--- config.mk ---
export PLATFORM = sky130hd
export DESIGN_NAME = yc_line_sequencer
export DESIGN_NICKNAME = d
export VERILOG_FILES = /design/src/rtl/yc_line_sequencer.sv
export SDC_FILE = /design/constraint.sdc
export NUM_CORES = 1
export LEC_CHECK = 0
export ABC_AREA = 1
export BUFFER_PORTS_ARGS = -buffer_cell sky130_fd_sc_hd__buf_2
export CAP_MARGIN = 20
export CORE_ASPECT_RATIO = 1.25
export CORE_MARGIN = 5
export CORE_UTILIZATION = 39
export CTS_BUF_LIST = sky130_fd_sc_hd__clkbuf_8
export DETAILED_ROUTE_END_ITERATION = 8
export HOLD_SLACK_MARGIN = 0.1
export SETUP_SLACK_MARGIN = 0.15
export SYNTH_ARGS = -nofsm -noshare
export SYNTH_HDL_FRONTEND = slang
export SYNTH_SLANG_ARGS = --single-unit
--- constraint.sdc ---
create_clock -name clk -period 3.08 [get_ports clk]
set_input_delay 0.154 -clock clk [delete_from_list [all_inputs] [get_ports clk]]
set_output_delay 0.154 -clock clk [all_outputs]
set_load 0.02 [all_outputs]
--- src/rtl/yc_line_sequencer.sv ---
// =============================================================================
// Module   : yc_line_sequencer
// Summary  : Composite line-timing FSM: sync detect, back porch/burst, separator
//            priming, active video. Broad-pulse (vertical) detection is enabled
//            by defining YC_SEQ_VSYNC_EN.
// Revision : 1.0 - initial release
// =============================================================================
`default_nettype none

module yc_line_sequencer #(
  parameter logic signed [11:0] SYNC_THRESH     = -12'sd1024,
  parameter int                 SYNC_MIN_LEN    = 256,
  parameter int                 VSYNC_MIN_LEN   = 1500,
  parameter int                 BACKPORCH_LEN   = 350,
  parameter int                 BURST_START     = 40,
  parameter int                 BURST_LEN       = 200,
  parameter int                 PRIME_LEN       = 22,
  parameter int                 ACTIVE_LEN      = 3840,
  parameter int                 LINE_TIMEOUT    = 4800,
  parameter int                 LINES_PER_FIELD = 262
) (
  input  logic               clk,
  input  logic               rst,
  input  logic signed [11:0] sample_in,
  output logic               sep_clear,
  output logic               burst_gate,
  output logic               active_out,
  output logic        [11:0] pixel_x,
  output logic        [9:0]  line_cnt,
  output logic               lock_lost,
  output logic               field_start
);

  typedef enum logic [2:0] {
    S_SEARCH = 3'd0,
    S_SYNC   = 3'd1,
    S_BACK   = 3'd2,
    S_PRIME  = 3'd3,
    S_ACTIVE = 3'd4
  } state_t;

`ifdef YC_SEQ_VSYNC_EN
  localparam bit c_vsync_en = 1'b1;
`else
  localparam bit c_vsync_en = 1'b0;
`endif

  localparam logic [12:0] c_sync_min   = 13'(SYNC_MIN_LEN);
  localparam logic [12:0] c_vsync_min  = 13'(VSYNC_MIN_LEN);
  localparam logic [12:0] c_timeout    = 13'(LINE_TIMEOUT);
  localparam logic [11:0] c_back_last  = 12'(BACKPORCH_LEN - 1);
  localparam logic [11:0] c_prime_last = 12'(PRIME_LEN - 1);
  localparam logic [11:0] c_act_last   = 12'(ACTIVE_LEN - 1);
  localparam logic [11:0] c_burst_lo   = 12'(BURST_START);
  localparam logic [11:0] c_burst_hi   = 12'(BURST_START + BURST_LEN - 1);
  localparam logic [9:0]  c_line_last  = 10'(LINES_PER_FIELD - 1);

  state_t      state_q, state_d;
  logic [12:0] sync_cnt_q, sync_cnt_d;
  logic [12:0] timer_q, timer_d;
  logic [11:0] phase_q, phase_d;
  logic [11:0] pix_q, pix_d;
  logic [9:0]  line_q, line_d;
  logic        lock_q, lock_d;
  logic        sep_q, sep_d;
  logic        burst_q, burst_d;
  logic        active_q, active_d;
  logic        field_q, field_d;
  logic        w_low;
  logic        w_broad;

  function automatic logic [9:0] f_line_inc(input logic [9:0] l);
    return (l == c_line_last) ? 10'd0 : l + 10'd1;
  endfunction

  assign w_low   = (sample_in < SYNC_THRESH);
  assign w_broad = c_vsync_en && (sync_cnt_q >= c_vsync_min);

  always_comb begin
    state_d    = state_q;
    sync_cnt_d = sync_cnt_q;
    phase_d    = phase_q;
    line_d     = line_q;
    lock_d     = lock_q;
    sep_d      = 1'b0;
    field_d    = 1'b0;
    timer_d    = (timer_q == 13'h1FFF) ? timer_q : timer_q + 13'd1;

    // Free-run tick; the sync detector below still runs on the same clock.
    if (state_q == S_SEARCH && timer_q >= c_timeout) begin
      line_d  = f_line_inc(line_q);
      lock_d  = 1'b1;
      timer_d = 13'd0;
    end

    case (state_q)
      S_SEARCH: begin
        if (w_low) begin
          state_d    = S_SYNC;
          sync_cnt_d = 13'd1;
        end
      end
      S_SYNC: begin
        if (w_low) begin
          sync_cnt_d = (sync_cnt_q == 13'h1FFF) ? sync_cnt_q : sync_cnt_q + 13'd1;
        end else if (sync_cnt_q < c_sync_min) begin
          state_d = S_SEARCH;
        end else if (w_broad) begin
          state_d = S_SEARCH;
          field_d = 1'b1;
          line_d  = 10'd0;
          timer_d = 13'd0;
        end else begin
          state_d = S_BACK;
          phase_d = 12'd0;
          sep_d   = 1'b1;
          line_d  = f_line_inc(line_q);
          timer_d = 13'd0;
          lock_d  = 1'b0;
        end
      end
      S_BACK: begin
        if (phase_q == c_back_last) begin
          state_d = S_PRIME;
          phase_d = 12'd0;
        end else begin
          phase_d = phase_q + 12'd1;
        end
      end
      S_PRIME: begin
        if (phase_q == c_prime_last) begin
          state_d = S_ACTIVE;
          phase_d = 12'd0;
        end else begin
          phase_d = phase_q + 12'd1;
        end
      end
      S_ACTIVE: begin
        if (phase_q == c_act_last) begin
          state_d = S_SEARCH;
          phase_d = 12'd0;
        end else begin
          phase_d = phase_q + 12'd1;
        end
      end
      default: state_d = S_SEARCH;
    endcase

    // Decode from next-state values so the registered outputs line up with state.
    burst_d  = (state_d == S_BACK) && (phase_d >= c_burst_lo) && (phase_d <= c_burst_hi);
    active_d = (state_d == S_ACTIVE);
    pix_d    = active_d ? phase_d : 12'd0;
  end

  always_ff @(posedge clk or posedge rst) begin
    if (rst) begin
      state_q    <= S_SEARCH;
      sync_cnt_q <= 13'd0;
      timer_q    <= 13'd0;
      phase_q    <= 12'd0;
      pix_q      <= 12'd0;
      line_q     <= 10'd0;
      lock_q     <= 1'b0;
      sep_q      <= 1'b0;
      burst_q    <= 1'b0;
      active_q   <= 1'b0;
      field_q    <= 1'b0;
    end else begin
      state_q    <= state_d;
      sync_cnt_q <= sync_cnt_d;
      timer_q    <= timer_d;
      phase_q    <= phase_d;
      pix_q      <= pix_d;
      line_q     <= line_d;
      lock_q     <= lock_d;
      sep_q      <= sep_d;
      burst_q    <= burst_d;
      active_q   <= active_d;
      field_q    <= field_d;
    end
  end

  assign sep_clear   = sep_q;
  assign burst_gate  = burst_q;
  assign active_out  = active_q;
  assign pixel_x     = pix_q;
  assign line_cnt    = line_q;
  assign lock_lost   = lock_q;
  assign field_start = field_q;

endmodule

`default_nettype wire

==> results.txt <==
The post-route worst hold slack is 197 ps, and the number of vias in the routed layout is 3340. The post-detailed-route DRC marker count was 0. The tools report the category of the worst setup path launch point as a flop. Power spread over the standard cell area amounts to 444 mW/mm². The tightest min-delay check is of the in -> reg type. In the final layout, the multi-input gates occupy 0.00177 mm².

For the worst-skew pair, the clock arrives at the later sink with an insertion delay of 360 ps. The run gives 3 as the level count of the clock H-tree. For the leakage dissipation, the log shows 0.00224 µW. The logs give 401 µW for the switching power total and 0.000252 V for the worst voltage drop across the vdd grid. By startpoint and endpoint, the worst setup path is classified as reg -> reg. The run gives 0 as the max-slew violation total from the final report. The fraction of power spent switching nets was 20.8%.

For the clock skew, the log shows 9.41 ps. The run gives 0 ps as the final-layout setup total negative slack. Across the whole layout, storage elements account for 0.00168 mm². For the internal reg-to-reg setup slack, the log shows 900 ps.

The run gives 907 ps as the worst slack after detailed placement. The logs give 971 for the count of fill cells added during filler insertion and 513 for the net count after synthesis. The biggest area contributor in the post-synthesis netlist is sky130_fd_sc_hd__dfrtp_1. For the number of CTS-inserted buffers, the log shows 9.

TritonCTS built the clock tree. The final count of hold timing violations was 0. The average via count per standard cell was 5.04.

For the routability congestion estimate from global placement, the log shows 0.889. In this run the most critical hold path is launched from sample_in[10]. For this design the top-level I/O count stands at 41.

Synthesis handed over a netlist of 492 instances. The top cell type's share of synthesized area works out to 44.7%. The hold path depth was 4; the port buffer count was 29.

Dividing the detail-routed wire length by the instance count gives 12.6 µm. The data arrival time of the worst path is 2480 ps, and the post-route minimum period is 2180 ps. Required time of the critical path: 3370 ps. Cell internal power dissipation: 1530 µW. Setup violations remaining at the end of the flow were counted as 0. The flow ran to the end, and the final reports show no timing, DRC or antenna violations.

The post-route netlist has 13.6% of its cells at a drive strength greater than 1. The floorplan step set the die height to 120 µm. The effective utilization at floorplan was 39.4%; the number of diodes was 0.

The initial antenna violation count is 0, and the fraction of registers with async set or reset after synthesis is 100%. The wire-length estimate of the detail-placed layout is 6.27 mm. The worst-path maximum fanout was 9. The core footprint is 0.00951 mm². Max-cap violations in this run came to 0. The most common library cell in the layout ignoring fill and taps was sky130_fd_sc_hd__nand2_1. The logs give 50.4% for the part of the total power dissipated in the clock network and 44.7% for the sequential share of the synthesized area. Combinational cells account for 2.9% of the total power. For this block, the initial DRC count from the detailed router was 138.

Summed over all layers, the global routing overflow is 0. Capturing point of the worst reg2reg path: burst_gate. Setup slack closes at 896 ps. The library cells used most frequently in the layout, excluding fill and tap cells, are sky130_fd_sc_hd__nand2_1, sky130_fd_sc_hd__inv_1, sky130_fd_sc_hd__dfrtp_1. The flip-flop and latch count after synthesis was 67.

Each instance of the synthesized netlist takes up on average 7.62 µm². The number of warnings issued by yosys is 0, and the via count of the first global-routing pass is 3292. The number of nets with antenna violations after detailed routing came out at 0.

The utilization after layout was 45.7%. The number of distinct standard cells referenced by the synthesized netlist was 42. For the worst flop-to-flop path, the logic depth is 11. After detailed routing, the total wire length is 8.37 mm. In this run the cell area of the synthesized design comes to 0.00375 mm². The die width is 97.7 µm. The first global-routing pass estimated 14.9 mm of wire. The count of TritonRoute iterations in the first routing pass came out at 4. From synthesis to final layout, the design area changed by 15.8%. The startpoint identified for the worst register-to-register timing path is phase_q[0]. Ranked by total cell area, the synthesized netlist is headed by sky130_fd_sc_hd__dfrtp_1, sky130_fd_sc_hd__nand2_1, sky130_fd_sc_hd__inv_1. The longest clock path from root to sink contains 2 buffers. Clock-pin slew was measured on the worst setup and hold paths at 80 ps. For the pin with the worst max-slew slack, the measured transition is 480 ps.

The run gives 553 as the number of nets at the end of the flow. The path with the worst hold slack has its endpoint at timer_q[6]. For this run, the top clock speed supported by timing is 458 MHz.

The worst path uses 70.9% of the clock period. The worst setup path is captured at a flop. Entering global routing, the biggest net connects 48 pins.

Global routing used 15.5% of the available tracks across all layers. The clock drives 67 sinks. Number of flops mapped to enable cells by yosys: 0.

The root buffer cell chosen for the clock tree is sky130_fd_sc_hd__clkbuf_8. The die footprint was 0.0117 mm²; the quantity of gates resized following cts was 0. For the cell row count, the log shows 40.

Setup repair after global routing left no endpoint under its margin. In this run the tightest slew margin relative to its limit is 67.2%. The run gives 46.7% as the sequential group share of total power.

Most used flip-flop cell after synthesis: sky130_fd_sc_hd__dfrtp_1.
layout make-up:
class	instances	area share, %
well taps	126	3.63
inverters	75	6.48
multi-input cells	345	40.6
clock buffers	9	2.85
repair buffers	34	4.55
clock inverters	7	3.25
flip-flops and latches	67	38.6
worst max-delay path, cell delays in order, from the launching register on:
cell and delay [ps]:
sky130_fd_sc_hd__dfrtp_1 490, sky130_fd_sc_hd__ha_1 230, sky130_fd_sc_hd__inv_1 90, sky130_fd_sc_hd__nor2_2 200, sky130_fd_sc_hd__nand3_1 180, sky130_fd_sc_hd__nand2_2 140
sky130_fd_sc_hd__nand3_4 160, sky130_fd_sc_hd__a21oi_2 180, sky130_fd_sc_hd__nand2_1 90, sky130_fd_sc_hd__nor2_1 160, sky130_fd_sc_hd__nand3_1 110, sky130_fd_sc_hd__nor2_1 100
power groups by stage:
| stage | combinational [µW] | clock, µW | sequential [µW] |
|---|---|---|---|
| 6_report | 56.0 | 971 | 901 |
| 5_1_grt | 67.4 | 1040 | 903 |
| 4_1_cts | 55.2 | 1000 | 901 |
| 3_5_place_dp | 54.4 | 0 | 918 |
| 3_3_place_gp | 52.7 | 0 | 918 |
| 2_1_floorplan | 40.8 | 0 | 915 |
how the worst max path moves through the flow:
| stage | slack, ps | startpoint | cells after the start | end |
|---|---|---|---|---|
| floorplan | 1240 | rst | 1 | active_out |
| finish | 900 | phase_q[0] | 11 | burst_gate |
| global placement | 950 | phase_q[0] | 11 | burst_gate |
| global route | 690 | phase_q[0] | 11 | burst_gate |
| CTS | 890 | phase_q[0] | 11 | burst_gate |
| detailed placement | 910 | phase_q[0] | 11 | burst_gate |
per-stage QoR:
stage               cells  cell area [µm²]  power, µW
detailed placement    645             4050        972
floorplan             492             3750        956
global route          663             4340       2010
global placement      645             4050        970
CTS                   662             4320       1960
finish                663             4340       1930
sequential cells by signal, summed over array words and instances (netlist names):
signal / count
active_out: 1
burst_gate: 1
line_cnt: 10
lock_lost: 1
phase_q: 12
pixel_x: 12
sep_clear: 1
state_q: 3
sync_cnt_q: 13
timer_q: 13
layer usage:
layer	part of all wire, %	GRT usage [%]	vias up
met4	3.1	8.57	0
met5	0	0	-
met1	41	17.4	1580
li1	-	-	1676
met2	52	27.2	68
met3	3.8	3.43	16
cell usage after synthesis (all sizes together), types with 4 or more instances:
| cell type | instances |
|---|---|
| nand4 | 7 |
| nand2 | 107 |
| xor2 | 12 |
| ha | 7 |
| o21ai | 34 |
| dfrtp | 67 |
| nor2 | 69 |
| a21oi | 22 |
| buf | 4 |
| inv | 75 |
| o31ai | 6 |
| nor3 | 18 |
| nand3 | 37 |
logic make-up after synthesis:
kind of cell	after synthesis	synth area share, %
AND/OR/NAND/NOR	245	28.8
adder cells (fa/ha/maj)	7	2.34
flip-flops	67	44.7
AO/OA/AOI/OAI	77	12.4
XOR/XNOR	15	3.50
buffers and inverters	80	8.21
other	1	0.100
what timing repair did:
action,4_1_cts,5_1_grt
endpoints found under the hold margin,45,0
buffers inserted,0,0
hold buffers,1,0
Power figures use the tool's default switching activity.
